### src/rtl/bit_debounce_if.sv
// Groups the debouncer's level input, counter clear and status outputs.
// Carries no state and adds no latency.
// No handshake: the consumer samples din and clr_cnt on every clock.
interface bit_debounce_if #(
   parameter int CNT_W = 8
);
   logic             din;
   logic             clr_cnt;
   logic             dout;
   logic             rise;
   logic             fall;
   logic [CNT_W-1:0] edge_cnt;
   logic             cnt_sat;

   // Source side: drives the raw level and the counter clear.
   modport master (
      output din, clr_cnt,
      input  dout, rise, fall, edge_cnt, cnt_sat
   );

   // Debouncer side.
   modport slave (
      input  din, clr_cnt,
      output dout, rise, fall, edge_cnt, cnt_sat
   );
endinterface

### src/rtl/bit_debounce.sv
// Single-bit glitch filter: accepts a level after STABLE_CYCLES equal samples, pulses rise/fall, counts edges.
// Latency: a level first sampled at edge k appears on dout/rise/fall after edge k+STABLE_CYCLES-1.
// No backpressure: din is sampled every cycle; at most one accepted edge per STABLE_CYCLES cycles.
module bit_debounce #(
   parameter int STABLE_CYCLES = 4,
   parameter int CNT_W         = 8
) (
   input logic          clk,
   input logic          rst,
   bit_debounce_if.slave bus
);
   localparam int            SW   = $clog2(STABLE_CYCLES + 1);
   // stab value on the cycle whose sample completes the stable run
   localparam logic [SW-1:0] LAST = SW'(STABLE_CYCLES - 1);
   localparam logic [SW-1:0] ONE  = SW'(1);

   typedef enum logic [1:0] {
      S_LOW,
      S_PEND_HIGH,
      S_HIGH,
      S_PEND_LOW
   } state_t;

   state_t        state;
   logic [SW-1:0] stab;
   logic          acc_rise;
   logic          acc_fall;
   logic          cnt_full;

   assign cnt_full = &bus.edge_cnt;

   // Decide whether the current sample completes an accepted edge.
   always_comb begin
      acc_rise = 1'b0;
      acc_fall = 1'b0;
      case (state)
         S_LOW:       acc_rise = bus.din  && (LAST == '0);
         S_PEND_HIGH: acc_rise = bus.din  && (stab == LAST);
         S_HIGH:      acc_fall = !bus.din && (LAST == '0);
         S_PEND_LOW:  acc_fall = !bus.din && (stab == LAST);
         default: ;
      endcase
   end

   // Debounce FSM with registered level and edge pulses.
   always_ff @(posedge clk) begin
      if (rst) begin
         state    <= S_LOW;
         stab     <= '0;
         bus.dout <= 1'b0;
         bus.rise <= 1'b0;
         bus.fall <= 1'b0;
      end else begin
         bus.rise <= acc_rise;
         bus.fall <= acc_fall;
         case (state)
            S_LOW: begin
               if (bus.din) begin
                  if (acc_rise) begin
                     state    <= S_HIGH;
                     bus.dout <= 1'b1;
                  end else begin
                     state <= S_PEND_HIGH;
                     stab  <= ONE;
                  end
               end
            end
            S_PEND_HIGH: begin
               if (!bus.din) begin
                  state <= S_LOW;
                  stab  <= '0;
               end else if (acc_rise) begin
                  state    <= S_HIGH;
                  bus.dout <= 1'b1;
                  stab     <= '0;
               end else begin
                  stab <= stab + ONE;
               end
            end
            S_HIGH: begin
               if (!bus.din) begin
                  if (acc_fall) begin
                     state    <= S_LOW;
                     bus.dout <= 1'b0;
                  end else begin
                     state <= S_PEND_LOW;
                     stab  <= ONE;
                  end
               end
            end
            S_PEND_LOW: begin
               if (bus.din) begin
                  state <= S_HIGH;
                  stab  <= '0;
               end else if (acc_fall) begin
                  state    <= S_LOW;
                  bus.dout <= 1'b0;
                  stab     <= '0;
               end else begin
                  stab <= stab + ONE;
               end
            end
            default: begin
               state <= S_LOW;
               stab  <= '0;
            end
         endcase
      end
   end

   // Saturating edge counter; a same-cycle clear beats the increment.
   always_ff @(posedge clk) begin
      if (rst || bus.clr_cnt) begin
         bus.edge_cnt <= '0;
         bus.cnt_sat  <= 1'b0;
      end else if ((acc_rise || acc_fall) && !cnt_full) begin
         bus.edge_cnt <= bus.edge_cnt + 1'b1;
         bus.cnt_sat  <= (bus.edge_cnt == {{(CNT_W-1){1'b1}}, 1'b0});
      end
   end
endmodule

### src/flat_wrapper.sv
// flat-port wrapper written by rule: the top's interface ports become plain ports
module bit_debounce_flat 
#(
   parameter int STABLE_CYCLES = 4,
   parameter int CNT_W         = 8
)
  (clk, rst, bus_din, bus_clr_cnt, bus_dout, bus_rise, bus_fall, bus_edge_cnt, bus_cnt_sat);
  bit_debounce_if #(.CNT_W(CNT_W)) bus_i ();
  input logic clk;
  input logic rst;
  input wire logic [$bits(bus_i.din)-1:0] bus_din;
  input wire logic [$bits(bus_i.clr_cnt)-1:0] bus_clr_cnt;
  output wire logic [$bits(bus_i.dout)-1:0] bus_dout;
  output wire logic [$bits(bus_i.rise)-1:0] bus_rise;
  output wire logic [$bits(bus_i.fall)-1:0] bus_fall;
  output wire logic [$bits(bus_i.edge_cnt)-1:0] bus_edge_cnt;
  output wire logic [$bits(bus_i.cnt_sat)-1:0] bus_cnt_sat;
  assign bus_i.din = bus_din;
  assign bus_i.clr_cnt = bus_clr_cnt;
  assign bus_dout = bus_i.dout;
  assign bus_rise = bus_i.rise;
  assign bus_fall = bus_i.fall;
  assign bus_edge_cnt = bus_i.edge_cnt;
  assign bus_cnt_sat = bus_i.cnt_sat;
  bit_debounce #(.STABLE_CYCLES(STABLE_CYCLES), .CNT_W(CNT_W)) u_core (.clk(clk), .rst(rst), .bus(bus_i));
endmodule
### config.mk
export PLATFORM = sky130hd
export DESIGN_NAME = bit_debounce_flat
export DESIGN_NICKNAME = d
export VERILOG_FILES = /design/src/rtl/bit_debounce_if.sv /design/src/rtl/bit_debounce.sv /design/src/flat_wrapper.sv
export SDC_FILE = /design/constraint.sdc
export NUM_CORES = 1
export LEC_CHECK = 0
export CORE_MARGIN = 2
export CORE_UTILIZATION = 30
export CTS_CLUSTER_SIZE = 30
export DETAILED_ROUTE_END_ITERATION = 6
export GPL_TIMING_DRIVEN = 0
export SKIP_CTS_REPAIR_TIMING = 1
export SYNTH_ARGS = -nofsm -noshare
export SYNTH_HDL_FRONTEND = slang
export SYNTH_SLANG_ARGS = --single-unit
### constraint.sdc
create_clock -name clk -period 1.55 [get_ports clk]
set_input_delay 0.2325 -clock clk [delete_from_list [all_inputs] [get_ports clk]]
set_output_delay 0.2325 -clock clk [all_outputs]
set_load 0.02 [all_outputs]
==> qor.csv <==
metric;value;unit
fin_crit;1.57;ns
start_util;0.321;
cp_slowest_cell;dfxtp_2;
cts_max_path_buffers;2;
final_cell_mix;13 x dfxtp_1, 10 x dlymetal6s2s_1, 7 x nor2_1, 7 x nand2_1, 6 x a21oi_1;
grt_pass1_vias;639;
preCtsSetupSlack;-0.141;ns
leakage;0.565;nW
rows;18;
numClockSinks;17;
syn-instance-count;87;
coreArea;0.00250;mm²
violations;negative setup slack;
ir_worst_vdd;0.608;mV
vias;706;
cap_viol_max_count;0;
ant_nets;0;
p_comb_frac;0.066;
first_pass_iters;4;
cts_root_buffer;clkbuf_4;
post-route-drc-count;0;
worst_skew_pair.late_latency;0.30;ns
final_layout_size_suffix_gt1_frac;0.250;
setup.worst_path.end_class;flop;
yosysWarnings;0;
p_int;0.561;mW
routed_wl;1820;µm
worst-setup-path-type;reg2reg;
setup_slack;-0.0162;ns
grt_max_degree;11;
start_kind;flop;
min_period_over_period;1.01;
relSlewSlack;0.668;
dieHeight;55.7;µm
synth.distinct_cells;33;
powerDensity;652;mW/mm²
grt_overflow;0;
post_drt_via_cell_ratio;5.12;
ios;16;
drt-initial-drc-count;10;
final_cell_area;0.00114;mm²
crit_top_cell;ha_4;
gp_congestion;0.764;
clkTransAtPathRegs;0.10;ns
grt_first_pass_wirelength;2950;µm
htree_num_levels;1;
max_stage_delay;0.37;ns
layout.nets;117;
power.share.clock;0.331;
crit_required;1.73;ns
placed_cell_area;971;µm²
wl_per_cell;13.2;µm
dieArea;0.00311;mm²
instances_no_fill;138;
cts_tree;built;
placed_cells;130;
finalClockSkew;0.00458;ns
yosysTopAreaCell;dfxtp_1;
postSynthNetCount;95;
grt.total_usage;0.119;
rsz0062_at_grt;yes;
hold_violations;0;
status;complete, but fails checks;
path_max_fanout;5;
path_cells;ha_4, ha_4, nand4_1, nor3_4, and4b_1, a211oi_2;
cts_buffers;3;
final_common_cell;dfxtp_1;
avgSynthCellArea;9.23;µm²
fmax;638;MHz
syn_area;803;µm²
dp_hpwl;1210;µm
p_sw_frac;0.247;
synth.top_cell.area_share;0.424;
die_width;55.7;µm
antenna_cells;0;
slew_viol_final;0;
yosysSeqAreaShare;0.424;
ys_ff_latch;17;
fillers;250;
min_path_type;in2reg;
arrival;1.75;ns
setup_viol;1;
synthTopCellsByArea;dfxtp_1 42%, ha_1 6.2%, a21oi_1 4.4%, nand2_1 3.3%, nor2_1 3.3%;
switchingPower;0.184;mW
area_growth;42.2;%
grt_antenna_before_repair;0;
io_buffer_count;13;
seqPwrFrac;0.603;
worst_pin_slew;0.496;ns
area by class of cell:
type / instances / area (µm²) / share of cell area
multi-input combinational: 65 / 527 / 0.461
sequential: 17 / 345 / 0.302
timing repair buffer: 17 / 185 / 0.162
tap: 30 / 37.5 / 0.0329
clock buffer: 3 / 22.5 / 0.0197
buffer: 3 / 12.5 / 0.0110
inverter: 2 / 7.51 / 0.00657
clock inverter: 1 / 5.00 / 0.00438
power groups by stage:
stage / logic [mW] / registers (mW) / clock network, mW
2_1_floorplan: 0.0284 / 0.459 / 0
3_3_place_gp: 0.0422 / 0.458 / 0
3_5_place_dp: 0.0427 / 0.458 / 0
4_1_cts: 0.0429 / 0.448 / 0.256
5_1_grt: 0.0543 / 0.451 / 0.282
6_report: 0.0495 / 0.449 / 0.247
Yosys cell counts (all sizes together):
| cell | number |
|---|---|
| a31oi | 2 |
| ha | 4 |
| dfxtp | 17 |
| nor2b | 1 |
| xnor2 | 2 |
| and3 | 3 |
| or3 | 1 |
| clkbuf | 1 |
| nand3b | 3 |
| nand4 | 2 |
| a21oi | 7 |
| nor3 | 3 |
| inv | 2 |
| nor2 | 7 |
| buf | 2 |
| and4b | 1 |
| o211a | 1 |
| nand2 | 7 |
| xor2 | 1 |
| a211oi | 4 |
| or2 | 1 |
| and4 | 1 |
| and2 | 2 |
| o21a | 2 |
| a311oi | 2 |
| o21ai | 3 |
| nand3 | 2 |
| nor4b | 3 |
kinds of logic (layout without fill, tap and decap cells):
| group | count (synthesis) | in the layout | share of synthesized area |
|---|---|---|---|
| xor+xnor | 3 | 3 | 0.0421 |
| simple gates | 37 | 37 | 0.273 |
| buf+inv | 5 | 26 | 0.0249 |
| flops | 17 | 17 | 0.424 |
| compound gates | 21 | 21 | 0.174 |
| fa+ha+maj | 4 | 4 | 0.0623 |
state kept, by name, indices dropped and copies added (netlist names), named ones only:
name / flops
u_core.bus.cnt_sat: 1
u_core.bus.rise: 1
u_core.bus.dout: 1
u_core.state: 1
u_core.bus.edge_cnt: 8
u_core.bus.fall: 1
u_core.stab: 3
critical path, delay by kind of cell, from the launching register on:
family | cells | cell delay (ns)
and+or+nand+nor | 3 | 0.73
DFF | 1 | 0.37
adders and majority gates | 2 | 0.28
AOI/OAI and AO/OA | 1 | 0.06
metrics by stage:
stage	hold slack [ns]	util	power, mW	setup TNS [ns]
after floorplan	0.428	-	0.487	0
after global placement	0.463	0.388	0.500	-0.230
after detailed placement	0.464	0.388	0.501	-0.487
after CTS	0.199	0.399	0.748	-0.954
after global routing	0.228	0.457	0.787	-0.131
final	0.227	0.457	0.745	-0.0162
routing by layer:
layer | routed length (µm) | part of all wire | up-vias | track usage
met4 | 17 | 0.0093 | 0 | 0.0314
met2 | 854 | 0.47 | 13 | 0.182
li1 | - | - | 360 | -
met3 | 94 | 0.052 | 4 | 0.0488
met1 | 857 | 0.47 | 329 | 0.155
met5 | 0 | 0 | - | 0
worst paths after layout:
path | start | endpoint | slack [ns] | cells after the start
max | u_core.stab[1] | u_core.bus.edge_cnt[7] | -0.02 | 6
min reg2reg | u_core.bus.cnt_sat | u_core.bus.cnt_sat | 0.51 | 2
max reg2reg | u_core.stab[1] | u_core.bus.edge_cnt[7] | -0.02 | 6
min | bus_din | u_core.bus.fall | 0.23 | 2
No activity file was read; power rests on OpenSTA's default activity.
